**src/rtl/ddr_tx_pkg.sv**
```systemverilog
// Shared types for the DDR transmit framer: FSM states, FIFO entry layout, default SYNC word.
package ddr_tx_pkg;

    typedef enum logic [1:0] {
        IDLE = 2'd0,
        SYNC = 2'd1,
        DATA = 2'd2,
        CSUM = 2'd3
    } state_t;

    typedef struct packed {
        logic        last;
        logic [31:0] data;
    } fifo_entry_t;

    localparam int ENTRY_W = $bits(fifo_entry_t);

    localparam logic [31:0] SYNC_WORD_DEFAULT = 32'hD5D5_5A5A;

endpackage

```
**src/rtl/ddr_tx_fifo.sv**
```systemverilog
// Synchronous FIFO with combinational head read; push lands next cycle, zero-latency head.
// Backpressure: full blocks push, empty blocks pop; simultaneous push/pop keeps count.
module ddr_tx_fifo
    import ddr_tx_pkg::*;
#(
    parameter int DEPTH = 4
) (
    input  logic                     clk,
    input  logic                     rst_n,
    input  logic                     push,
    input  logic [ENTRY_W-1:0]       wr_dat,
    input  logic                     pop,
    output logic [ENTRY_W-1:0]       rd_dat,
    output logic                     full,
    output logic                     empty,
    output logic [$clog2(DEPTH):0]   count
);

    localparam int AW = $clog2(DEPTH);

    logic [ENTRY_W-1:0] mem [DEPTH];
    logic [AW:0]        wr_ptr;
    logic [AW:0]        rd_ptr;
    logic               do_push;
    logic               do_pop;

    // The extra pointer bit separates full (wrapped once) from empty.
    assign full    = (wr_ptr[AW] != rd_ptr[AW]) && (wr_ptr[AW-1:0] == rd_ptr[AW-1:0]);
    assign empty   = (wr_ptr == rd_ptr);
    assign count   = wr_ptr - rd_ptr;
    assign do_push = push && !full;
    assign do_pop  = pop && !empty;
    assign rd_dat  = mem[rd_ptr[AW-1:0]];

    always_ff @(posedge clk) begin
        if (!rst_n) begin
            wr_ptr <= '0;
            rd_ptr <= '0;
        end else begin
            if (do_push) wr_ptr <= wr_ptr + 1'b1;
            if (do_pop)  rd_ptr <= rd_ptr + 1'b1;
        end
    end

    always_ff @(posedge clk) begin
        if (do_push) mem[wr_ptr[AW-1:0]] <= wr_dat;
    end

endmodule

```
**src/rtl/ddr_tx_framer.sv**
```systemverilog
// Frames buffered payload as SYNC/data/XOR-checksum over 16 DDR pins; SYNC appears 1 cycle after first push.
// Backpressure: in_ready drops while the FIFO is full; FIFO underrun inserts idle gaps mid-frame.
module ddr_tx_framer
    import ddr_tx_pkg::*;
#(
    parameter int          FIFO_DEPTH = 4,
    parameter logic [31:0] SYNC_WORD  = SYNC_WORD_DEFAULT
) (
    input  logic        clk,
    input  logic        rst_n,
    input  logic [31:0] in_data,
    input  logic        in_last,
    input  logic        in_valid,
    output logic        in_ready,
    output logic [15:0] tx_data,
    output logic        tx_valid,
    output logic        tx_oe
);

    localparam int          CW        = $clog2(FIFO_DEPTH) + 1;
    localparam logic [CW-1:0] DEPTH_CNT = CW'(FIFO_DEPTH);

    state_t             state_q, state_d;
    logic [31:0]        word_q, word_d;
    logic [31:0]        csum_q, csum_d;
    logic               vld_d;
    logic               last_q, last_d;
    logic               oe_q;
    logic [15:0]        lo_q;
    logic [15:0]        hi_q;
    logic               pop;
    logic               fifo_full;
    logic               fifo_empty;
    logic [CW-1:0]      fifo_count;
    logic [ENTRY_W-1:0] fifo_rd_dat;
    fifo_entry_t        head;

    ddr_tx_fifo #(.DEPTH(FIFO_DEPTH)) u_fifo (
        .clk    (clk),
        .rst_n  (rst_n),
        .push   (in_valid && in_ready),
        .wr_dat ({in_last, in_data}),
        .pop    (pop),
        .rd_dat (fifo_rd_dat),
        .full   (fifo_full),
        .empty  (fifo_empty),
        .count  (fifo_count)
    );

    assign head     = fifo_rd_dat;
    assign in_ready = !fifo_full && oe_q;

    always_ff @(posedge clk) begin
        if (!rst_n) state_q <= IDLE;
        else        state_q <= state_d;
    end

    // state_q names what word_q is currently showing; last_q marks a shown final data word.
    always_comb begin
        state_d = state_q;
        case (state_q)
            IDLE:    state_d = fifo_empty ? IDLE : SYNC;
            SYNC:    state_d = DATA;
            DATA:    state_d = last_q ? CSUM : DATA;
            CSUM:    state_d = fifo_empty ? IDLE : SYNC;
            default: state_d = IDLE;
        endcase
    end

    always_comb begin
        pop    = 1'b0;
        word_d = '0;
        vld_d  = 1'b0;
        csum_d = csum_q;
        last_d = 1'b0;
        case (state_d)
            SYNC: begin
                word_d = SYNC_WORD;
                vld_d  = 1'b1;
                csum_d = '0;
            end
            DATA: begin
                if (!fifo_empty) begin
                    pop    = 1'b1;
                    word_d = head.data;
                    vld_d  = 1'b1;
                    csum_d = csum_q ^ head.data;
                    last_d = head.last;
                end
            end
            CSUM: begin
                word_d = csum_q;
                vld_d  = 1'b1;
            end
            default: ;
        endcase
    end

    always_ff @(posedge clk) begin
        if (!rst_n) begin
            word_q   <= '0;
            tx_valid <= 1'b0;
            csum_q   <= '0;
            last_q   <= 1'b0;
            oe_q     <= 1'b0;
        end else begin
            word_q   <= word_d;
            tx_valid <= vld_d;
            csum_q   <= csum_d;
            last_q   <= last_d;
            oe_q     <= 1'b1;
        end
    end

    // High half is re-timed to the falling edge so it is stable for the whole low phase.
    always_ff @(negedge clk) begin
        if (!rst_n) hi_q <= '0;
        else        hi_q <= word_q[31:16];
    end

    assign lo_q    = word_q[15:0];
    assign tx_data = clk ? lo_q : hi_q;
    assign tx_oe   = oe_q;

    a_count_bound: assert property (@(posedge clk) disable iff (!rst_n) fifo_count <= DEPTH_CNT);

endmodule

```
**config.mk**
```make
export PLATFORM = sky130hd
export DESIGN_NAME = ddr_tx_framer
export DESIGN_NICKNAME = d
export VERILOG_FILES = /design/src/rtl/ddr_tx_pkg.sv /design/src/rtl/ddr_tx_fifo.sv /design/src/rtl/ddr_tx_framer.sv
export SDC_FILE = /design/constraint.sdc
export NUM_CORES = 1
export LEC_CHECK = 0
export CELL_PAD_IN_SITES_DETAIL_PLACEMENT = 2
export CELL_PAD_IN_SITES_GLOBAL_PLACEMENT = 2
export CORE_MARGIN = 4
export CORE_UTILIZATION = 40
export DETAILED_ROUTE_END_ITERATION = 10
export DONT_BUFFER_PORTS = 1
export GPL_TIMING_DRIVEN = 0
export PLACE_DENSITY_LB_ADDON = 0.1
export SETUP_SLACK_MARGIN = 0.05
export SYNTH_ARGS = -nofsm -noshare
export SYNTH_HDL_FRONTEND = slang
export SYNTH_SLANG_ARGS = --single-unit
```
**constraint.sdc**
```tcl
create_clock -name clk -period 2.97 [get_ports clk]
set_input_delay 0.4455 -clock clk [delete_from_list [all_inputs] [get_ports clk]]
set_output_delay 0.4455 -clock clk [all_outputs]
set_load 0.1 [all_outputs]
```
==> results of run 1 <==
==> final cells by class <==
| class | count | area, um2 | share of cell area (%) |
|---|---|---|---|
| inverters | 9 | 36.28 | 0.3225 |
| well taps | 275 | 344.1 | 3.058 |
| clock inverters | 29 | 176.4 | 1.568 |
| clock buffers | 56 | 1241 | 11.03 |
| repair buffers | 77 | 828.3 | 7.361 |
| multi-input cells | 277 | 2575 | 22.88 |
| flip-flops and latches | 225 | 5838 | 51.88 |
| plain buffers | 31 | 212.7 | 1.890 |
==> cells in the final DEF (no fill, tap or decap), types with 3 or more instances in the layout <==
master / n
or3_1: 33
dlygate4sd3_1: 69
clkbuf_16: 48
and2_2: 3
mux4_2: 32
ha_1: 7
a31oi_1: 32
clkinv_1: 4
dfxtp_2: 7
mux2_4: 16
nand2b_1: 3
nand3_1: 3
nand2_1: 3
buf_2: 8
clkbuf_1: 21
buf_6: 5
dfxtp_1: 85
buf_12: 6
nor2_1: 37
inv_1: 23
buf_4: 3
a21oi_1: 33
xnor2_1: 3
and2_1: 17
edfxtp_1: 132
o2bb2ai_1: 18
a22oi_1: 14
clkinv_2: 5
==> state kept, by name, summed over array words and instances (netlist names), named ones only <==
name / count
word_q: 32
hi_q: 16
u_fifo.wr_ptr: 3
tx_oe: 1
u_fifo.mem: 132
state_q: 2
csum_q: 32
u_fifo.rd_ptr: 3
last_q: 1
tx_valid: 1
==> layer usage <==
metal | global-route usage (%) | vias up | share of wire, %
met5 | 0 | - | 0
met4 | 11.27 | 0 | 3.2
met3 | 7.402 | 71 | 4.9
met2 | 36.46 | 141 | 51
met1 | 25.81 | 2799 | 41
li1 | - | 2401 | -
==> timing repair <==
item | 4_1_cts | 5_1_grt
hold buffers | 69 | 0
endpoints found under the setup margin | 17 | 17
endpoints found under the hold margin | 315 | 0
gates resized for setup | 29 | 1
buffers inserted | 3 | 0
pin swaps | 3 | 0
==> per-stage QoR <==
step	total power [mW]	utilization, %	instances	setup WS, ps	setup TNS, ps
4_1_cts	9.921	53.52	979	-948.5	-14830
2_1_floorplan	4.689	-	544	17.80	0
6_report	9.816	53.53	979	-928.0	-14380
3_5_place_dp	4.966	42.94	824	-34.47	-202.1
5_1_grt	10.23	53.53	979	-979.1	-15370
3_3_place_gp	4.898	42.33	819	-823.2	-99240
==> report_power, final <==
group          total (mW)  leakage (nW)  internal (mW)  switching, mW
sequential           3.71          1.96           3.54          0.173
combinational       0.927          1.09          0.384          0.543
clock                5.18         0.878           3.22           1.95
total                9.82          3.93           7.15           2.67
==> final timing paths <==
| path | endpoint | slack [ps] | depth (start not counted) |
|---|---|---|---|
| setup / recovery | tx_data[9] | -930 | 1 |
| hold / removal | u_fifo.rd_ptr[0] | 140 | 3 |
| setup reg to reg | word_q[16] | 330 | 7 |
| hold reg to reg | csum_q[4] | 470 | 1 |
==> cells by family after synthesis <==
group                    count (synthesis)  share of synthesized area, %
buffers and inverters                   42                         2.973
AND/OR/NAND/NOR                        102                         6.357
XOR/XNOR                                 7                         1.245
flip-flops                             225                         68.20
AO/OA/AOI/OAI                          110                         9.111
adder cells (fa/ha/maj)                  7                         1.025
multiplexers                            51                         11.09
==> cell usage after synthesis (2+ instances only) <==
| master | instances |
|---|---|
| xnor2_1 | 3 |
| xnor2_4 | 2 |
| a31oi_1 | 34 |
| a22oi_1 | 14 |
| buf_12 | 3 |
| clkbuf_1 | 15 |
| nand2_1 | 3 |
| o2bb2ai_1 | 18 |
| dfxtp_1 | 93 |
| or3_1 | 33 |
| buf_2 | 8 |
| inv_1 | 9 |
| nand3_1 | 3 |
| mux4_2 | 32 |
| edfxtp_1 | 132 |
| mux2i_1 | 2 |
| a311oi_4 | 2 |
| nand2b_1 | 3 |
| and2_1 | 20 |
| buf_6 | 5 |
| a21oi_1 | 33 |
| ha_1 | 7 |
| nor2_1 | 37 |
| mux2_2 | 16 |
==> impl_metrics.tcl, run 1 <==
set metrics [dict create \
    vdd_drop_max_mv 0.6054 \
    arrival_ps 3450 \
    grt_pass1_vias 6351 \
    slew_viol_final 0 \
    syn_area_per_cell_um2 15.70 \
    cpMaxStageDelayCell "mux2_4" \
    synth_largest_area_cell "edfxtp_1" \
    numPortBuffers 0 \
    synth_warnings 0 \
    core_area_um2 21020 \
    yosys_register_bits 225 \
    skew_ps 70.34 \
    synth.top_cell.area_share_pct 46.40 \
    fin_ws_ps -928.0 \
    reg2reg_from "state_q[0]" \
    crit_buf_inv 0 \
    clock_latency_ps 1300 \
    hold_path_class "input pin to register" \
    via_per_inst 5.528 \
    crit_type "register to output pin" \
    clkSlewWorstSetupHoldPaths_ps 60 \
    worstPathRequired_ps 2520 \
    power_density_nw_per_um2 872.4 \
    die_w_um 154.1 \
    async_flop_share_pct 0 \
    grt_max_degree 31 \
    synth_flop_cell "edfxtp_1" \
    end_kind "output pin" \
    die_area_um2 23760 \
    diodes 0 \
    grt_usage_pct 22.13 \
    final_hold_viol_count 0 \
    rows 53 \
    fillers 1830 \
    worst_pin_slew_ps 930.4 \
    synth-edff-count 132 \
    crit_chain "mux2_4" \
    netlist_instances 544 \
    crit_family "multiplexers" \
    detail-route-antenna-nets 0 \
    grt-ovfl-total 0 \
    path_max_fanout 1 \
    die_h_um 154.1 \
    wl_per_cell_um 25.59 \
    yosysUniqueCellTypes 41 \
    violations "setup timing" \
    vias 5412 \
    cts_tree "yes" \
    holdWs_ps 138.5 \
    rsz0062_at_grt "yes" \
    grt_pass1_wl_um 38420 \
    outcome "complete, but fails checks" \
    cpPeakStageDelay_ps 410 \
    syn_nets 587 \
    start_util_pct 40.63 \
    cp-startpoint "hi_q[9]" \
    start_kind "register" \
    netlist_top_cells_area "edfxtp_1 46%, dfxtp_1 22%, mux4_2 8.4%" \
    antenna_found_initial 0 \
    synthToLayoutAreaGrowth_pct 31.73 \
    fin_nets 728 \
    ys_seq_area_share_pct 68.20 \
    stdcell_area_um2 11250 \
    relSlewSlack_pct 37.89 \
    placed_cell_area_um2 9026 \
    wl_um 25050 \
    hp-start "rst_n" \
    firstDrtPassIters 5 \
    ios 55 \
    finalSetupViolCount 17 \
    globalplace.congestion 0.7369 \
    cap_violations 0 \
    dp_hpwl_um 14810 \
    drc 0 \
    syn-cell-area_um2 8542 \
    cellLeakagePower_nw 3.928 \
    drive_gt1_share_pct 21.73 \
    first_iter_violations 311 \
]
Note: power is estimated with default switching activity, not from simulation.
==> run 2: changes to the inputs <==
--- a/config.mk
+++ b/config.mk
@@ -9,6 +9,7 @@
 export CELL_PAD_IN_SITES_GLOBAL_PLACEMENT = 2
 export CORE_MARGIN = 4
 export CORE_UTILIZATION = 40
+export CTS_BUF_LIST = sky130_fd_sc_hd__clkbuf_8
 export DETAILED_ROUTE_END_ITERATION = 10
 export DONT_BUFFER_PORTS = 1
 export GPL_TIMING_DRIVEN = 0
==> run 2 against run 1 <==
Power shrank 12%. Sequential power is essentially flat. Routed wire length shrank 4.8%. Sequential share of layout area grew 1.4 points. Highest routed layer unchanged. Clock-buffer cell count grew 12. The flow still finishes with violations (setup timing). Via count grew 0.85%. Design area shrank 2.5%.
==> impl_metrics.tcl, run 2 (same netlist as run 1, synthesis figures left out) <==
set metrics [dict create \
    outcome "complete, but fails checks" \
    violations "setup timing" \
    die_w_um 154.1 \
    numPortBuffers 0 \
    worstPathRequired_ps 2520 \
    first_iter_violations 244 \
    firstDrtPassIters 6 \
    total_power_mw 8.668 \
    path_max_fanout 1 \
    placedCellCount 824 \
    rows 53 \
    post-place-ws_ps -34.47 \
    cap_violations 0 \
    cellLeakagePower_nw 3.867 \
    via_per_inst 5.420 \
    arrival_ps 3370 \
    final_hold_viol_count 0 \
    crit_type "register to output pin" \
    worst_pin_slew_ps 930.7 \
    relSlewSlack_pct 37.87 \
    core_area_um2 21020 \
    drc 0 \
    start_util_pct 40.63 \
    wl_per_cell_um 23.69 \
    fin_ws_ps -847.5 \
    utilization_pct 52.17 \
    cpPeakStageDelay_ps 410 \
    cts_tree "yes" \
    slew_viol_final 0 \
    end_kind "output pin" \
    grt_max_degree 31 \
    power_density_nw_per_um2 790.3 \
    detail-route-antenna-nets 0 \
    wl_um 23860 \
    grt-ovfl-total 0 \
    crit_buf_inv 0 \
    grt_usage_pct 21.26 \
    start_kind "register" \
    die_h_um 154.1 \
    finalSetupViolCount 16 \
    clock_latency_ps 1170 \
    holdWs_ps 234.4 \
    fin_nets 747 \
    final_cells 1007 \
    ios 55 \
    diodes 0 \
    vdd_drop_max_mv 0.4470 \
    clkSlewWorstSetupHoldPaths_ps 60 \
    die_area_um2 23760 \
    multi_input_area_um2 2575 \
    vias 5458 \
    dp_hpwl_um 14810 \
    globalplace.congestion 0.7369 \
    grt_pass1_vias 6359 \
    crit_chain "mux2_4" \
    regArea_um2 5843 \
    hold_path_class "input pin to register" \
    skew_ps 22.87 \
    synthToLayoutAreaGrowth_pct 28.39 \
    cpMaxStageDelayCell "mux2_4" \
    largest_register_ffs 132 \
    final_common_cell "edfxtp_1" \
    antenna_found_initial 0 \
    rsz0062_at_grt "yes" \
    grt_pass1_wl_um 36800 \
    fillers 1911 \
    crit_family "multiplexers" \
    most-common-layout-cells "132 x edfxtp_1, 85 x dfxtp_1, 69 x dlygate4sd3_1, 68 x clkbuf_8, 37 x nor2_1" \
    drive_gt1_share_pct 23.63 \
]
==> run 2: metrics by stage <==
step | cell area, um2 | TNS, ps
floorplan | 8554 | 0
CTS | 10920 | -13960
finish | 10970 | -13190
detailed placement | 9026 | -202.1
global route | 10970 | -14170
global placement | 8899 | -99240
==> run 2: final timing paths <==
kind	start	endpoint	slack, ps	depth (start not counted)
setup reg to reg	register	csum_q[26]	530	5
hold / removal	in_valid	u_fifo.wr_ptr[0]	230	5
hold reg to reg	csum_q[4]	csum_q[4]	470	1
setup / recovery	hi_q[14]	tx_data[14]	-850	1
==> run 2: report_power, final <==
part / internal, mW / switching, mW
clock network: 2.20 / 1.86
registers: 3.54 / 0.169
logic: 0.384 / 0.522
total: 6.12 / 2.55
==> run 2: tightest hold or removal path, cell delays in order <==
cell,delay (ps)
dlygate4sd3_1,560
inv_1,80
a311oi_2,80
xnor2_1,160
nor2_1,40
==> run 2: routing by layer <==
metal | up-vias | GRT usage (%) | wire length [um]
met4 | 0 | 12.83 | 844
li1 | 2442 | - | -
met3 | 77 | 7.881 | 1226
met1 | 2788 | 24.89 | 10090
met2 | 151 | 33.38 | 11690
met5 | - | 0 | 0
==> run 2: cell type report <==
type	count	share of cell area, %
buffer	31	1.940
clock buffer	68	8.534
clock inverter	42	1.540
inverter	9	0.3309
multi-input combinational	277	23.48
sequential	225	53.28
tap	275	3.137
timing repair buffer	80	7.758
==> run 2: timing repair <==
| action | CTS | global route |
|---|---|---|
| endpoints found under the setup margin | 17 | 17 |
| setup buffers | 2 | 4 |
| hold endpoints to repair | 242 | 0 |
| resized for setup | 27 | 5 |
| hold buffers | 69 | 0 |
| pin swaps | 3 | 2 |
